<file path="config.mk">
export PLATFORM = sky130hd
export DESIGN_NAME = time_set_ctrl
export DESIGN_NICKNAME = d
export VERILOG_FILES = /design/src/rtl/clock_pkg.sv /design/src/rtl/wrap_counter.sv /design/src/rtl/time_set_ctrl.sv
export SDC_FILE = /design/constraint.sdc
export NUM_CORES = 1
export LEC_CHECK = 0
export CAP_MARGIN = 20
export CORE_MARGIN = 3
export CORE_UTILIZATION = 48
export DETAILED_ROUTE_END_ITERATION = 16
export HOLD_SLACK_MARGIN = 0.02
export MAX_ROUTING_LAYER = met4
export PLACE_DENSITY = 0.84
export SETUP_SLACK_MARGIN = 0.5
export SKIP_CTS_REPAIR_TIMING = 1
export SLEW_MARGIN = 0
export SYNTH_ARGS = -nofsm -noshare
export SYNTH_HDL_FRONTEND = slang
export SYNTH_SLANG_ARGS = --single-unit
</file>
<file path="constraint.sdc">
create_clock -name i_clk -period 11.3 [get_ports i_clk]
set_clock_uncertainty 0.2 [all_clocks]
set_input_delay 1.695 -clock i_clk [delete_from_list [all_inputs] [get_ports i_clk]]
set_output_delay 1.695 -clock i_clk [all_outputs]
set_load 0.005 [all_outputs]
</file>
<file path="src/rtl/clock_pkg.sv">
// Shared field encodings, limits and widths for the 12-hour clock timekeeper.
package clock_pkg;
  localparam int HH_W = 4;
  localparam int MM_W = 6;
  localparam int SS_W = 6;

  localparam int SS_MAX = 59;
  localparam int MM_MAX = 59;
  localparam int HH_MIN = 1;
  localparam int HH_MAX = 12;

  typedef enum logic [1:0] {
    FIELD_SS = 2'd0,
    FIELD_MM = 2'd1,
    FIELD_HH = 2'd2,
    FIELD_PM = 2'd3
  } field_t;

  typedef enum logic {
    ST_RUN  = 1'b0,
    ST_EDIT = 1'b1
  } state_t;
endpackage

</file>
<file path="src/rtl/wrap_counter.sv">
// Bounded up/down counter wrapping between MIN and MAX; carry flags the MAX->MIN increment.
module wrap_counter #(
  parameter int W       = 6,
  parameter int MIN     = 0,
  parameter int MAX     = 59,
  parameter int RST_VAL = 0
) (
  input  logic         clk,
  input  logic         rst_n,
  input  logic         inc,
  input  logic         dec,
  output logic [W-1:0] value,
  output logic         carry
);
  logic out_of_range;

  // Any illegal value is pulled back to MIN by the next step in either direction.
  assign out_of_range = (int'(value) < MIN) || (int'(value) > MAX);
  assign carry        = inc && !dec && (value == W'(MAX));

  always_ff @(posedge clk or negedge rst_n) begin
    if (!rst_n) begin
      value <= W'(RST_VAL);
    end else if (inc && !dec) begin
      value <= (out_of_range || value == W'(MAX)) ? W'(MIN) : value + 1'b1;
    end else if (dec && !inc) begin
      if (out_of_range)
        value <= W'(MIN);
      else
        value <= (value == W'(MIN)) ? W'(MAX) : value - 1'b1;
    end
  end
endmodule

</file>
<file path="src/rtl/time_set_ctrl.sv">
// hh:mm:ss AM/PM timekeeper with button-driven edit mode for the LCD clock.
// Optional macro TIME_SET_AUTO_EXIT_EN: leave edit mode after TIMEOUT_S idle seconds.
module time_set_ctrl
  import clock_pkg::*;
#(
  parameter int TIMEOUT_S = 30
) (
  input  logic            i_clk,
  input  logic            i_reset_n,
  input  logic            i_tick_1hz,
  input  logic            i_wr_p,
  input  logic            i_sel_inc_p,
  input  logic            i_sel_dec_p,
  input  logic            i_val_inc_p,
  input  logic            i_val_dec_p,
  output logic [HH_W-1:0] o_hh,
  output logic [MM_W-1:0] o_mm,
  output logic [SS_W-1:0] o_ss,
  output logic            o_pm,
  output logic            o_wr,
  output logic [1:0]      o_sel,
  output logic            o_upd
);
  if (TIMEOUT_S < 1) begin : g_bad_timeout
    $error("TIMEOUT_S must be at least 1");
  end

  state_t state_q, state_d;
  field_t sel_q, sel_d;
  logic   pm_q, upd_q, upd_d;
  logic   e_ss_inc, e_ss_dec, e_mm_inc, e_mm_dec, e_hh_inc, e_hh_dec, e_pm_tgl;
  logic   ss_inc, ss_dec, mm_inc, mm_dec, hh_inc, hh_dec, pm_tgl;
  logic   ss_carry, mm_carry, hh_carry;
  logic   run_q, run_tick, cnt_chg;

`ifdef TIME_SET_AUTO_EXIT_EN
  localparam int TMO_W = $clog2(TIMEOUT_S + 1);
  logic [TMO_W-1:0] tmo_q;
  logic             tmo_clr, tmo_tick, tmo_exp;

  assign tmo_exp = (tmo_q == TMO_W'(TIMEOUT_S - 1));

  // Idle-second counter; held at zero outside edit mode so entry always starts fresh.
  always_ff @(posedge i_clk or negedge i_reset_n) begin
    if (!i_reset_n)
      tmo_q <= '0;
    else if (state_q != ST_EDIT || tmo_clr)
      tmo_q <= '0;
    else if (tmo_tick)
      tmo_q <= tmo_q + 1'b1;
  end
`endif

  always_comb begin
    state_d  = state_q;
    sel_d    = sel_q;
    e_ss_inc = 1'b0;
    e_ss_dec = 1'b0;
    e_mm_inc = 1'b0;
    e_mm_dec = 1'b0;
    e_hh_inc = 1'b0;
    e_hh_dec = 1'b0;
    e_pm_tgl = 1'b0;
`ifdef TIME_SET_AUTO_EXIT_EN
    tmo_clr  = 1'b0;
    tmo_tick = 1'b0;
`endif
    case (state_q)
      ST_RUN: begin
        if (i_wr_p) begin
          state_d = ST_EDIT;
          sel_d   = FIELD_SS;
        end
      end
      ST_EDIT: begin
        if (i_wr_p) begin
          state_d = ST_RUN;
        end else if (i_sel_inc_p || i_sel_dec_p) begin
          if (i_sel_inc_p && !i_sel_dec_p)
            sel_d = field_t'(sel_q + 2'd1);
          else if (i_sel_dec_p && !i_sel_inc_p)
            sel_d = field_t'(sel_q - 2'd1);
`ifdef TIME_SET_AUTO_EXIT_EN
          tmo_clr = 1'b1;
`endif
        end else if (i_val_inc_p != i_val_dec_p) begin
          case (sel_q)
            FIELD_SS: begin
              e_ss_inc = i_val_inc_p;
              e_ss_dec = i_val_dec_p;
            end
            FIELD_MM: begin
              e_mm_inc = i_val_inc_p;
              e_mm_dec = i_val_dec_p;
            end
            FIELD_HH: begin
              e_hh_inc = i_val_inc_p;
              e_hh_dec = i_val_dec_p;
            end
            default: e_pm_tgl = 1'b1;
          endcase
`ifdef TIME_SET_AUTO_EXIT_EN
          tmo_clr = 1'b1;
`endif
        end
`ifdef TIME_SET_AUTO_EXIT_EN
        else if (i_tick_1hz) begin
          tmo_tick = 1'b1;
          if (tmo_exp)
            state_d = ST_RUN;
        end
`endif
      end
      default: state_d = ST_RUN;
    endcase
  end

  // Carries ripple only while running; edits wrap a single field in isolation.
  assign run_q    = (state_q == ST_RUN);
  assign run_tick = run_q && i_tick_1hz;
  assign ss_inc   = run_tick | e_ss_inc;
  assign ss_dec   = e_ss_dec;
  assign mm_inc   = (run_q && ss_carry) | e_mm_inc;
  assign mm_dec   = e_mm_dec;
  assign hh_inc   = (run_q && mm_carry) | e_hh_inc;
  assign hh_dec   = e_hh_dec;
  assign pm_tgl   = (run_q && mm_carry && o_hh == HH_W'(11)) | e_pm_tgl;

  // Every counter step moves its value, so step requests alone identify a change.
  assign cnt_chg = ss_inc | ss_dec | mm_inc | mm_dec | hh_inc | hh_dec | hh_carry;
  assign upd_d   = cnt_chg | pm_tgl | (state_d != state_q) | (sel_d != sel_q);

  always_ff @(posedge i_clk or negedge i_reset_n) begin
    if (!i_reset_n) begin
      state_q <= ST_RUN;
      sel_q   <= FIELD_SS;
      pm_q    <= 1'b0;
      upd_q   <= 1'b0;
    end else begin
      state_q <= state_d;
      sel_q   <= sel_d;
      pm_q    <= pm_q ^ pm_tgl;
      upd_q   <= upd_d;
    end
  end

  wrap_counter #(.W(SS_W), .MIN(0), .MAX(SS_MAX), .RST_VAL(0)) u_ss (
    .clk(i_clk), .rst_n(i_reset_n), .inc(ss_inc), .dec(ss_dec),
    .value(o_ss), .carry(ss_carry)
  );

  wrap_counter #(.W(MM_W), .MIN(0), .MAX(MM_MAX), .RST_VAL(0)) u_mm (
    .clk(i_clk), .rst_n(i_reset_n), .inc(mm_inc), .dec(mm_dec),
    .value(o_mm), .carry(mm_carry)
  );

  wrap_counter #(.W(HH_W), .MIN(HH_MIN), .MAX(HH_MAX), .RST_VAL(HH_MAX)) u_hh (
    .clk(i_clk), .rst_n(i_reset_n), .inc(hh_inc), .dec(hh_dec),
    .value(o_hh), .carry(hh_carry)
  );

  assign o_pm  = pm_q;
  assign o_wr  = (state_q == ST_EDIT);
  assign o_sel = sel_q;
  assign o_upd = upd_q;
endmodule

</file>
**Word-level counts from Yosys, hierarchy flattened**

Index checks and enable logic that the tools add are counted.

- Input port bits: 8
- Register bits after elaboration: 21
- Output and inout port bits: 21
- Logic and storage cells: 138

- Equality and inequality tests: 10
- Multiplexer cells: 59
- Add/sub/neg operators: 8
- Reductions and logical operators: 35
- Magnitude comparators: 4
- Bitwise operators: 15

Operators with widths:

| operator | count |
|---|---|
| 2-to-1 mux 6 bit | 10 |
| 2-to-1 mux 1 bit | 37 |
| 2-to-1 mux 4 bit | 5 |
| logical AND 1 bit | 15 |
| bitwise OR 1 bit | 13 |
| adder 6 x 1 -> 6 bit (second input constant) | 2 |
| == test 6 bit (second input constant) | 2 |
| greater-than comparator 6 bit (second input constant) | 2 |
| logical NOT 6 bit | 2 |
| subtractor 6 x 1 -> 6 bit (second input constant) | 2 |
| 2-to-1 mux 2 bit | 5 |
| == test 4 bit (second input constant) | 2 |
| logical NOT 1 bit | 8 |
| nonzero test 2 bit | 3 |
| logical OR 1 bit | 5 |
| adder 4 x 1 -> 4 bit (second input constant) | 1 |
| == test 4 x 1 -> 1 bit (second input constant) | 1 |
| greater-than comparator 4 bit (second input constant) | 1 |
| less-than comparator 4 x 1 -> 1 bit (second input constant) | 1 |
| one-hot mux 2 bit (2 select lines) | 1 |
| subtractor 4 x 1 -> 4 bit (second input constant) | 1 |
| OR reduction 3 bit | 1 |
| adder 2 x 1 -> 2 bit (second input constant) | 1 |
| == test 2 x 1 -> 1 bit (second input constant) | 1 |
| other kinds (8) | 9 |

**Depth between registers and ports, before layout**

Gate-level depths: netlist of run 1.

- Depth in word-level cells: 21
- Mapped depth: 19
- Gate-level depth less buffers: 17

**By module**

A second synthesis of run 1 with hierarchy kept.

- Cells, all modules: 237
- Area, all modules: 2,009.4 sq um

By module, submodules not included:

| module | seq. area each (sq um) | times used | area each (sq um) | cells each |
|---|---|---|---|---|
| wrap_counter at u_mm ... | 150.1 | 2 | 584.3 | 71 |
| time_set_ctrl | 125.1 | 1 | 451.7 | 51 |
| wrap_counter at u_hh | 102.6 | 1 | 389.1 | 44 |

**Least setup slack after synthesis of run 1**

No wires, ideal clock.

- Path type: input to register
- Start: in i_wr_p
- End: reg u_hh.value[3]
- Slack: 6.043 ns
- Path buffers: 3
- Cell stages on the path: 18
- Arrival: 4.975 ns
- Data required time: 11.018 ns
- Setup time: 0.082 ns
- Cells stage by stage: buf_6 or4b_4 nor3b_4 a22oi_1 inv_2 ha_1 clkbuf_1 nand4_1 nor3_1 a21o_1 ha_1 nand2_1 nor4_1 a21o_1 ha_1 clkbuf_1 a21o_1 a211o_1

- Longest elaborated chain between the ends: 14
- Elaborated cells between the ends (all ways): 29
- Classes of those cells: 13 x mux; 3 x bitwise; 13 x reduce/logical

Ends and longest elaborated chain:

| item | line | source |
|---|---|---|
| start: declaration | time_set_ctrl.sv:11 | `input logic i_wr_p,` |
| 2-to-1 mux 1 bit | time_set_ctrl.sv:76 | `if (i_wr_p) begin` |
| 2-to-1 mux 1 bit | time_set_ctrl.sv:68 | `case (state_q)` |
| bitwise OR 1 bit / logical NOT 1 bit (equally long branches) | time_set_ctrl.sv:121, wrap_counter.sv:19 |  |
| logical AND 1 bit (2 in a row) | wrap_counter.sv:19 | `assign carry = inc && !dec && (value == W'(MAX));` |
| logical AND 1 bit | time_set_ctrl.sv:123 | `assign mm_inc = (run_q && ss_carry) \| e_mm_inc;` |
| bitwise OR 1 bit | time_set_ctrl.sv:123 |  |
| logical AND 1 bit (2 in a row) | wrap_counter.sv:19 |  |
| logical AND 1 bit | time_set_ctrl.sv:125 | `assign hh_inc = (run_q && mm_carry) \| e_hh_inc;` |
| bitwise OR 1 bit | time_set_ctrl.sv:125 |  |
| logical NOT 1 bit | wrap_counter.sv:26 | `end else if (dec && !inc) begin` |
| logical AND 1 bit | wrap_counter.sv:26 |  |
| nonzero test 2 bit (no source line) | -- |  |
| end signal: assignment | wrap_counter.sv:25 | `value <= (out_of_range \|\| value == W'(MAX)) ? W'(MIN) : value + 1'b1;` |
| end signal: assignment | wrap_counter.sv:28 | `value <= W'(MIN);` |
| end signal: assignment | wrap_counter.sv:30 | `value <= (value == W'(MIN)) ? W'(MAX) : value - 1'b1;` |
| end: declaration | wrap_counter.sv:12 | `output logic [W-1:0] value,` |

Several ways; a longest one is shown, not always the timed one.
A chain may end at the register's enable or synchronous reset.

**Worst setup path after layout of run 1**

Ends and elaborated chain as after synthesis.

==> impl_summary.txt, run 1 <==
----------------------------------------------------
[Synth]
  Yosys Warn Count ... 0
  Post-Synthesis Cells ... 233
  Post-synthesis register bit count ... 21
  Net count after synthesis ... 259
  Sequential fraction of the synthesis area ... 26.8%
  Mapped Avg Cell Area ... between 8 and 9 µm²
  Count of distinct cell types in the synthesized netlist ... 61
  Count of flip-flops with a built-in enable after synthesis ... 0
  Main flop type after synthesis ... dfrtp_1
  Cell Area, Synth ... ~0.002 mm²
  Async set-reset flop share out of synthesis ... 100%

[Finish]
  Most frequent cells in the layout ... 28 x clkdlybuf4s50_1, 19 x dfrtp_1, 18 x ha_1
  Most common cell after layout, fill and taps aside ... clkdlybuf4s50_1
  Share of final-layout standard cells stronger than drive strength 1 ... 6.45%
  Total Nets Final ... 275
  Final Instance Area ... 0.00226 mm²
  Inserted Diodes ... 0
  Area growth from synthesis to final layout ... 15.1%
  Core occupancy in the finished layout ... 59.6%
  Area taken by multi-input logic gates ... ~0.0013 mm²
  Register cell area after layout ... 528 µm²
  Number of filler instances in the final layout ... 330

[STA]
  Transition time of the tightest slew-check pin ... 0.986 ns
  Total setup violations reported at the end of the flow ... 0
  Peak Freq ... 166 MHz
  Headroom to the max-slew limit ... 34.0%
  Final critical path time including I/O delays and setup ... 6.04 ns
  Final period utilization ... 53.4%
  Post-route worst setup slack ... 5.26 ns
  Final Slew Violations ... 0
  Endpoints failing hold ... 0
  Setup TNS Final ... 0 ns
  Setup repair after global routing missed its margin ... no

[Placement]
  Placed standard-cell area ... 0.00222 mm²
  Worst-case setup slack after placement ... about 5.1 ns
  Estimated wirelength of the detail-placed design ... 3.42 mm
  Number of buffer cells added on primary ports ... 28
  Last weighted congestion value of the routability-driven placer ... 0.954

[Detailed routing]
  Total DRC errors in the routed layout ... 0
  Number of violations reported at the end of detailed-routing iteration 0 ... between 150 and 200
  Routed length per instance ... 15.7 µm
  Vias ... 1839
  Detail Route Antenna Nets ... 0
  1st-pass router iterations ... 4
  Ratio of routed vias to standard cells ... 6.21
  Final routed wirelength across all metal layers ... 4.65 mm

[Critical path]
  Critical path data required time ... 11.30 ns
  Most frequent cell on the critical path ... ha_1
  Kind of end point of the critical path ... flip-flop
  Maximum fanout along the worst path ... 13
  Delay contributed by the slowest stage of the critical path ... around 0.64 ns
  Cells along the critical path ... clkdlybuf4s50_1 -> or4b_4 -> nor3b_4 -> a22oi_1 -> inv_2 -> ha_1 -> nand4_1 -> nor3_1 -> a21o_1 -> ha_1 -> nand2_1 -> nor4_1 -> a21o_1 -> ha_1 -> and3_1 -> nor4b_1 -> a211o_1
  Category of the critical setup timing path ... input pin to flip-flop
  Kind of start point of the critical path ... input pin
  Critical path arrival ... 6.04 ns
  Cell with the biggest individual delay on the critical path ... or4b_4

[Clocking]
  Root buffer cell ... clkbuf_8
  Clock tree from TritonCTS ... built
  Number of buffers added by the clock tree synthesis step ... 3
  Number of clock sinks ... 21
  Clk_lat worst skew ... 0.26 ns
  H-tree Lvls ... 1
  CTS clk-pin slew, worst paths ... approximately 0.070 ns
  Clk buf depth ... 2

[Run]
  Max-Cap Viols ... 0

[Power]
  IR Drop Worst-Case VDD ... between 150 and 200 µV
  Leakage power ... 0.952 nW
  Ratio of total power to cell area ... roughly 230 mW/mm²

[Die]
  Floorplan row count ... 22
  Boundary Pins ... 29
  Die Height ... 70.0 µm
  Full die area ... 0.00490 mm²
  DIE WIDTH ... 70.0 µm
  Initial cell density of the core ... 51.8%
  Area of the core ... 0.00380 mm²

[Outcome]
  Outcome ... finished clean

[GRT]
  Vias in the first global route ... approximately 1.6k
  Pin count of the biggest net entering global routing ... 22
  Antenna violations before repair ... 0
  Global-route congestion overflow total ... 0
  Overall fraction of global-route tracks in use ... 19.5%
  First-pass GRT wire length ... 7.79 mm

[Worst hold path]
  Class of the worst hold path ... flip-flop to flip-flop

----------------------------------------------------
## routing by layer
layer	share of wire, %	GRT usage (%)
met1	47	27.9
met2	46	29.6
met3	6.2	3.02
met4	1.1	3.40
met5	0	-
## power by group
part           switching (mW)  internal (mW)  total (mW)
registers              0.0807          0.106       0.186
clock network          0.0236         0.0251      0.0487
logic                   0.132          0.155       0.287
## registers in the layout (all words and copies together), names as in the netlist
signal      flops
u_mm.value      6
u_ss.value      6
o_sel           2
o_wr            1
u_hh.value      4
o_upd           1
o_pm            1
## path summary, 6_finish.rpt
check	start	end	slack, ns	cells past startpoint
min	o_pm	o_pm	0.27	1
min in group asynchronous	i_reset_n	o_sel[1]	1.78	1
min reg2reg	o_pm	o_pm	0.27	1
max	i_wr_p	u_hh.value[3]	5.26	17
max reg2reg	o_wr	u_hh.value[3]	6.80	16
max in group asynchronous	i_reset_n	o_pm	8.52	1
## Yosys cell counts, drive strengths merged (2+ instances only)
cell type / n / share of area [%]
o22ai: 6 / 1.9
nor2: 13 / 2.5
a31o: 3 / 1.3
o21bai: 2 / 0.76
and3: 7 / 2.2
ha: 18 / 11
o21ai: 15 / 3.8
a21oi: 15 / 3.8
dfstp: 2 / 2.7
dfrtp: 19 / 24
mux2: 2 / 1.1
a21boi: 2 / 0.76
inv: 17 / 3.2
nor2b: 4 / 1.3
o22a: 2 / 0.89
o21a: 2 / 0.76
nand3: 3 / 0.76
a21o: 6 / 2.3
clkbuf: 12 / 2.3
nor3: 6 / 1.5
nor4b: 3 / 1.3
a211oi: 4 / 1.5
a22o: 2 / 0.89
a22oi: 2 / 0.76
nand4: 2 / 0.64
a41o: 2 / 1.0
o211ai: 6 / 2.3
or4b: 2 / 1.2
nand2: 10 / 1.9
buf: 5 / 2.2
a31oi: 6 / 1.9
nand2b: 3 / 0.95
xor2: 4 / 1.8
nor4: 3 / 0.95
nor3b: 3 / 2.0
a311oi: 2 / 0.89
## per-stage QoR
step	power (mW)	hold WS (ns)	instances
floorplan	0.360	0.265	233
global placement	0.464	0.259	292
detailed placement	0.472	0.267	292
CTS	0.522	0.277	296
global route	0.570	0.316	296
finish	0.523	0.269	296
## cell families after synthesis
family,count (synthesis),share of synthesized area [%]
flops,21,26.8
mux,3,1.65
fa+ha+maj,19,12.0
compound gates,87,30.3
xor+xnor,5,2.23
simple gates,64,19.3
buf+inv,34,7.76
## final cells by class
class / count / area share [%]
multi-input cells: 178 / 56.8
repair buffers: 28 / 12.4
inverters: 17 / 2.82
flip-flops and latches: 21 / 23.3
clock buffers: 4 / 1.99
well taps: 48 / 2.65
## worst max-delay path, delay by kind of cell
family / cells / cell delay (ns)
compound gates: 4 / 0.54
buf+inv: 2 / 0.64
fa+ha+maj: 3 / 0.89
simple gates: 8 / 2.26
Power figures use the tool's default switching activity.
==> inputs of run 2 (changes only) <==
- clock period: 11.3 -> 5.65 ns (I/O delays scaled with it)
==> run 2 against run 1 <==
- non-clock buffer count grew 1
- count of clock-buffer cells in the layout did not move
- sequential power grew 99%
- first-iteration DRC count shrank 3.6%
- clock power is 110% higher
- worst hold slack improved by 0.020 ns
- critical path depth unchanged
- register-to-register slack worse by 5.2 ns
- via count fell by 0.22%
- largest cell class unchanged
==> impl_summary.txt, run 2 (synthesized netlist as in run 1, its figures left out) <==
----------------------------------------------------
[Finish]
  Area taken by multi-input logic gates ... about 0.0013 mm²
  Total Nets Final ... 276
  Count of non-filler cells in the finished layout ... 297
  Leading registers by flop count ... u_mm.value: 6 flops, u_ss.value: 6 flops, u_hh.value: 4 flops
  Core occupancy in the finished layout ... 59.9%
  Area growth from synthesis to final layout ... 15.8%
  Most common cell after layout, fill and taps aside ... clkdlybuf4s50_1
  Most frequent cells in the layout ... 28 x clkdlybuf4s50_1, 19 x dfrtp_1, 18 x ha_1
  Register cell area after layout ... 528 µm²
  Inserted Diodes ... 0
  Number of filler instances in the final layout ... around 350
  Final Instance Area ... 0.00228 mm²
  Share of final-layout standard cells stronger than drive strength 1 ... around 7.2%

[Critical path]
  Critical path data required time ... about 5.7 ns
  Kind of end point of the critical path ... flip-flop
  Maximum fanout along the worst path ... 10
  Category of the critical setup timing path ... input pin to flip-flop
  Cell with the biggest individual delay on the critical path ... or4b_4
  Top cell family by delay on the critical path ... simple AND/OR/NAND/NOR gates
  Critical Path Start ... i_wr_p
  Buffer and inverter count on the worst path ... 2
  Kind of start point of the critical path ... input pin
  Critical R2R Launch ... o_wr
  Delay contributed by the slowest stage of the critical path ... 0.65 ns
  Cells along the critical path ... clkdlybuf4s50_1 -> or4b_4 -> nor3b_4 -> a22oi_1 -> inv_2 -> ha_1 -> nand4_1 -> nor3_1 -> a21o_1 -> ha_1 -> nand2_1 -> nor4_2 -> a21o_1 -> ha_1 -> and3_1 -> nor4b_1 -> a211o_1
  Critical path arrival ... 4.72 ns
  Most frequent cell on the critical path ... ha_1

[Placement]
  Estimated wirelength of the detail-placed design ... 3.25 mm
  Number of instances in the placed design ... ~290
  Placed standard-cell area ... 0.00223 mm²
  Number of buffer cells added on primary ports ... 28
  Worst-case setup slack after placement ... roughly 0.6 ns
  Last weighted congestion value of the routability-driven placer ... 0.964

[GRT]
  Antenna violations before repair ... 0
  Layer carrying the most global-route usage ... met2
  Met3 demand-to-capacity share in global routing ... 4.03%
  Vias in the first global route ... between 1.5k and 2k
  Met2 track utilization from global routing ... 29.1%
  Overall fraction of global-route tracks in use ... a little under a fifth
  Pin count of the biggest net entering global routing ... 22
  Global routing met1 resource utilization ... about a quarter
  Global-route congestion overflow total ... 0
  First-pass GRT wire length ... 7.56 mm

[Die]
  Boundary Pins ... 29
  Full die area ... 0.00490 mm²
  Initial cell density of the core ... 51.8%
  Area of the core ... between 0.003 and 0.004 mm²
  Die Height ... 70.0 µm
  Floorplan row count ... 22
  DIE WIDTH ... about 70 µm

[Run]
  Max-Cap Viols ... 0

[Clocking]
  Clk buf depth ... 2
  Clock tree from TritonCTS ... built
  Root buffer cell ... clkbuf_8
  CTS clk-pin slew, worst paths ... 0.08 ns
  Clk_lat worst skew ... 0.26 ns
  H-tree Lvls ... 1
  Number of clock sinks ... 21
  Number of buffers added by the clock tree synthesis step ... 3

[STA]
  Setup repair after global routing missed its margin ... no
  Final Hold Slack ... 0.289 ns
  Setup TNS Final ... 0 ns
  Transition time of the tightest slew-check pin ... 0.969 ns
  Endpoints failing hold ... 0
  Headroom to the max-slew limit ... a little over a third
  Post-route worst setup slack ... 0.938 ns
  Total setup violations reported at the end of the flow ... 0
  Final critical path time including I/O delays and setup ... 4.71 ns
  Peak Freq ... 212 MHz
  Final period utilization ... between 80 and 90%
  Final Slew Violations ... 0

[Power]
  Ratio of total power to cell area ... 458 mW/mm²
  Leakage power ... 0.958 nW
  IR Drop Worst-Case VDD ... 293 µV
  Overall power after layout ... between 1 and 1.5 mW

[Detailed routing]
  Total DRC errors in the routed layout ... 0
  1st-pass router iterations ... 4
  Vias ... ~1.8k
  Final routed wirelength across all metal layers ... about 4.5 mm
  Routed length per instance ... around 15 µm
  Number of violations reported at the end of detailed-routing iteration 0 ... 186
  Detail Route Antenna Nets ... 0
  Ratio of routed vias to standard cells ... 6.18

[Worst hold path]
  Class of the worst hold path ... flip-flop to flip-flop
  Hold_sp ... o_pm

[Outcome]
  Outcome ... finished clean

----------------------------------------------------
run 2: cell count changes in the layout (fill, tap and decap cells not counted):
cell and change:
buf_4 +1, nor4_2 +1, nor4_1 -1
run 2: path summary, 6_finish.rpt:
check                                 to  slack (ns)  cells past startpoint
max                        u_hh.value[3]        0.94                     17
min                                 o_pm        0.29                      1
max reg2reg                u_hh.value[3]        1.64                     16
min reg2reg                         o_pm        0.29                      1
max in group asynchronous  u_ss.value[3]        3.74                      1
min in group asynchronous  u_mm.value[3]        0.92                      1
run 2: final cells by class:
| type | instances | area share, % |
|---|---|---|
| Sequential cell | 21 | 23.2 |
| Timing Repair Buffer | 29 | 12.6 |
| Tap cell | 48 | 2.64 |
| Multi-Input combinational cell | 178 | 56.8 |
| Inverter | 17 | 2.80 |
| Clock buffer | 4 | 1.98 |
run 2: worst register-to-register path: cells and delay by family, from the launching register on:
kind / cells / cell delay [ns]
flip-flops: 1 / 0.54
buffers and inverters: 1 / 0.06
adder cells (fa/ha/maj): 3 / 0.64
AO/OA/AOI/OAI: 4 / 0.53
AND/OR/NAND/NOR: 8 / 1.97
run 2: where the power goes:
| part | internal, mW | switching [mW] |
|---|---|---|
| Clock | 0.0503 | 0.0506 |
| Combinational | 0.311 | 0.262 |
| Sequential | 0.211 | 0.159 |
run 2: layer usage:
metal | up-vias | routed length (µm)
li1 | 911 | -
met1 | 874 | 2190
met2 | 48 | 2120
met3 | 2 | 215
met4 | 0 | 20
met5 | - | 0
==> edit 1 (flow settings as in run 2) <==
The option `TIME_SET_AUTO_EXIT_EN` is turned on by a define.
--- a/src/rtl/time_set_ctrl.sv
+++ b/src/rtl/time_set_ctrl.sv
@@ -1,5 +1,7 @@
 // hh:mm:ss AM/PM timekeeper with button-driven edit mode for the LCD clock.
 // Optional macro TIME_SET_AUTO_EXIT_EN: leave edit mode after TIMEOUT_S idle seconds.
+`define TIME_SET_AUTO_EXIT_EN
+
 module time_set_ctrl
   import clock_pkg::*;
 #(
Check against the original RTL: same outputs for any inputs over 10 cycles, from zero or initial values and one cycle with i_reset_n low; that may be too few to reach the edited logic, so the function may still have changed.
==> edit 1 against run 2 <==
Final cell count grew 20%; via count grew 19%; synthesized area grew 16%; sequential cell count grew 5; routed wire length grew 12%; worst setup slack lost 0.019 ns; design area grew 15%; power shrank 17%; largest power group unchanged; highest routed layer unchanged.
==> edit 1: results (changes against run 2) <==
R2R Setup Slk 1.53 ns (-0.11 ns); Post-Place Cells 353 (+20%); VDD IR-drop max 169.1 uV (-42%); post-synthesis compound-gate area fraction 0.2360 (-0.06679); pre-CTS WS 0.3721 ns (-0.2417 ns); gp weighted congestion 0.9998 (+3.7%); routed wl met2 2349 um (+11%); Adder-Cell Fraction of Synth Area 0.1043 (-0.01531); Syn Nets 317 (+22%); LEAKAGE 1.041 nW (+8.7%); met3 usage 0.02403 (-0.01626); Worst-Skew Late Latency 0.28 ns (+0.02 ns); final WL 5116 um (+12%); final net count 333 (+21%); most frequent cells after synthesis nor2_1, o21ai_0, dfrtp_1; R2R cell count 17 (+1); final worst slack 0.9197 ns (-0.01866 ns); layout cells sized above 1 0.06250 (-0.009789); number of global-route vias before repair 1871 (+15%); post-synthesis sequential area ratio 0.2865 (+0.01805); Syn Inst Count 290 (+24%); XOR/XNOR Fraction of Synth Area 0.03074 (+0.008471); status finished, final reports clean; Worst EP arrival 4.70 ns (-0.02 ns); Largest regs u_mm.value: 6 flops, u_ss.value: 6 flops, tmo_q: 5 flops; top post-synthesis cells by area dfrtp_1, ha_1, o21ai_0; grt met2 use 0.2872 (-0.003427); wl on met1 2427 um (+11%); mux cell area share after synthesis 0.01756 (+0.001024); R2R Path End u_hh.value[0]; detailed-placement wirelength estimate 3670 um (+13%); WHS 0.2842 ns (-0.005230 ns); routed vias/inst 6.140 (-0.62%); P&R area growth vs syn 15.26%; Yosys cell types 58 (-4.9%)
## edit 1: cell types whose count changed after synthesis, sizes merged, moves of 4 or more
cell,run 2,this run
xnor2,1,6
nand3,3,13
dfrtp,19,24
o22ai,6,2
nor2,13,33
a21o,6,0
clkbuf,12,16
and3,7,1
nand2,10,23
o21ai,15,30
## edit 1: worst max-delay path, stage by stage
cell and delay [ns]:
clkdlybuf4s50_1 0.54, or4b_4 0.64, nor3b_2 0.29, nand2_1 0.09, o21a_1 0.13, inv_1 0.06, ha_1 0.16, nand3_1 0.11
o2bb2ai_2 0.24, ha_4 0.21, nand3_1 0.13, o2bb2ai_1 0.25, ha_2 0.28, a21bo_2 0.23, a21oi_1 0.19, nor2_1 0.07
o21ai_0 0.17, nand2_1 0.07
## edit 1: logic make-up (layout without fill, tap and decap cells)
family | count (synthesis) | count (layout)
XOR/XNOR | 8 | 8
multiplexers | 4 | 4
adder cells (fa/ha/maj) | 19 | 19
flip-flops | 26 | 26
AO/OA/AOI/OAI | 84 | 84
AND/OR/NAND/NOR | 111 | 111
buffers and inverters | 38 | 52
## edit 1: layout make-up
cell class / instances / share of cell area
clock buffers: 3 / 0.01571
inverters: 19 / 0.02714
flip-flops and latches: 26 / 0.2486
repair buffers: 30 / 0.1124
well taps: 52 / 0.02476
multi-input cells: 226 / 0.5714
## edit 1: how the worst max path moves through the flow
stage	start	to
after floorplan	i_wr_p	u_hh.value[0]
after global placement	i_wr_p	u_hh.value[0]
after detailed placement	i_wr_p	u_hh.value[0]
after CTS	i_wr_p	u_hh.value[0]
after global routing	i_wr_p	u_hh.value[0]
final	i_wr_p	u_hh.value[0]
## edit 1: where the power goes
part           switching (W)  internal [W]  total, W
combinational       0.000209      0.000219  0.000427
sequential          0.000102      0.000223  0.000325
clock              0.0000619     0.0000480  0.000110
==> edit 2 (flow settings as in run 2) <==
Made on the original files. Put a register stage on the output `o_hh`, cleared by the reset. The value now appears one clock later. The other outputs are not delayed to match.
--- a/src/rtl/time_set_ctrl.sv
+++ b/src/rtl/time_set_ctrl.sv
@@ -21,6 +21,8 @@
   output logic [1:0]      o_sel,
   output logic            o_upd
 );
+
+  logic [HH_W-1:0] o_hh_d;
   if (TIMEOUT_S < 1) begin : g_bad_timeout
     $error("TIMEOUT_S must be at least 1");
   end
@@ -124,7 +126,7 @@
   assign mm_dec   = e_mm_dec;
   assign hh_inc   = (run_q && mm_carry) | e_hh_inc;
   assign hh_dec   = e_hh_dec;
-  assign pm_tgl   = (run_q && mm_carry && o_hh == HH_W'(11)) | e_pm_tgl;
+  assign pm_tgl   = (run_q && mm_carry && o_hh_d == HH_W'(11)) | e_pm_tgl;
 
   // Every counter step moves its value, so step requests alone identify a change.
   assign cnt_chg = ss_inc | ss_dec | mm_inc | mm_dec | hh_inc | hh_dec | hh_carry;
@@ -156,12 +158,20 @@
 
   wrap_counter #(.W(HH_W), .MIN(HH_MIN), .MAX(HH_MAX), .RST_VAL(HH_MAX)) u_hh (
     .clk(i_clk), .rst_n(i_reset_n), .inc(hh_inc), .dec(hh_dec),
-    .value(o_hh), .carry(hh_carry)
+    .value(o_hh_d), .carry(hh_carry)
   );
 
   assign o_pm  = pm_q;
   assign o_wr  = (state_q == ST_EDIT);
   assign o_sel = sel_q;
   assign o_upd = upd_q;
+  always_ff @(posedge i_clk or negedge i_reset_n) begin
+    if (!i_reset_n) begin
+      o_hh <= '0;
+    end else begin
+      o_hh <= o_hh_d;
+    end
+  end
+
 endmodule
 
Function: changed (Yosys sat finds a counterexample within 4 cycles, from zero or initial values and one cycle with i_reset_n low).
==> edit 2 against run 2 <==
Routed wire length is 1.8% higher; synthesized area rose by 6.9%; design area up 6.6%; clock power increased by 9%; worst setup slack improved by 0.11 ns; power fell by 6.7%; sequential cell count grew 4; largest cell class unchanged; highest routed layer unchanged.
==> edit 2: results (changes against run 2) <==
detailed-placement wirelength estimate 3303 um (+1.5%); initial drt markers 245 (+32%); # fillers 368 (+4.0%); Tot GR Track Use 0.1875 (about the same); DP Area 2382 um^2 (+7.0%); Initial DRT Pass Iterations 6 (+2); LEAKAGE 1.020 nW (+6.4%); final std cells w/o fill 318 (+7.1%); CP max stage cell clkdlybuf4s50_1; CP max stage delay 0.51 ns (-0.14 ns); gp weighted congestion 0.9423 (-2.3%); Sw Pwr 0.0004200 W (-11%); Slew @ Worst Pin 0.5500 ns (-0.4188 ns); largest net degree at the start of global routing 26 (+18%); Yosys cell types 58 (-4.9%); VDD IR-drop max 216.7 uV (-26%); P per Cell Area 400.9 nW/um^2 (-13%); number of global-route vias before repair 1777 (+9.4%); routed len/inst 14.56 um (-4.9%); post-synthesis sequential area ratio 0.2986 (+0.03018); Post-Place Cells 314 (+7.2%); final net count 295 (+6.9%); layout cells sized above 1 0.04851 (-0.02378); status finished, final reports clean; top post-synthesis cells by area dfrtp_1, ha_1, a21oi_1; Syn Area/Cell 8.281 um^2 (-1.9%); Largest regs u_mm.value: 6 flops, u_ss.value: 6 flops; Worst EP arrival 4.60 ns (-0.12 ns)
## edit 2: stage by stage
step | utilization | worst slack (ns) | total power, W
floorplan | - | 1.839 | 0.0006748
global placement | 0.5789 | 0.9568 | 0.0008447
detailed placement | 0.5789 | 0.8128 | 0.0008632
CTS | 0.5901 | 1.107 | 0.0009769
global route | 0.5901 | 0.7032 | 0.001055
finish | 0.5901 | 1.053 | 0.0009737
## edit 2: layout make-up
type                    instances  area share
clock inverters                 1    0.002061
well taps                      50     0.02576
clock buffers                   3     0.01700
inverters                      17     0.02628
flip-flops and latches         25      0.2586
repair buffers                 29      0.1185
multi-input cells             193      0.5518
## edit 2: worst paths after layout
| path | endpoint | cells past startpoint | from | slack [ns] |
|---|---|---|---|---|
| min reg2reg | o_hh[2] | 0 | u_hh.value[2] | 0.28 |
| max | u_hh.value[1] | 17 | i_wr_p | 1.05 |
| min in group asynchronous | o_pm | 2 | i_reset_n | 0.73 |
| min | o_hh[2] | 0 | u_hh.value[2] | 0.28 |
| max in group asynchronous | u_hh.value[3] | 2 | i_reset_n | 4.22 |
| max reg2reg | u_hh.value[3] | 17 | o_sel[0] | 1.88 |
## edit 2: kinds of logic (layout without fill, tap and decap cells)
group / Yosys count / in the layout / synth area share
AO/OA/AOI/OAI: 84 / 84 / 0.2772
XOR/XNOR: 5 / 5 / 0.02082
adder cells (fa/ha/maj): 18 / 18 / 0.1071
buffers and inverters: 36 / 50 / 0.06425
flip-flops: 25 / 25 / 0.2986
multiplexers: 3 / 3 / 0.01487
AND/OR/NAND/NOR: 83 / 83 / 0.2171
## edit 2: power by group through the flow
stage	registers [W]	logic, W	clock network [W]
finish	0.000375	0.000489	0.000110
global route	0.000392	0.000542	0.000121
CTS	0.000374	0.000489	0.000114
detailed placement	0.000377	0.000486	0
global placement	0.000374	0.000471	0
floorplan	0.000305	0.000369	0
## edit 2: worst max-delay path, delay by kind of cell
family / cells / cell delay (ns)
buf+inv: 3 / 0.66
fa+ha+maj: 3 / 0.95
mux: 1 / 0.29
simple gates: 6 / 1.31
compound gates: 4 / 0.53
## edit 2: layer usage
metal  share of wire  vias to the layer above  global-route usage
li1                -                      965                   -
met1            0.46                      950              0.2395
met2            0.49                       56              0.3023
met3           0.041                        4             0.02493
met4           0.012                        0             0.07098
met5               0                        -                   -
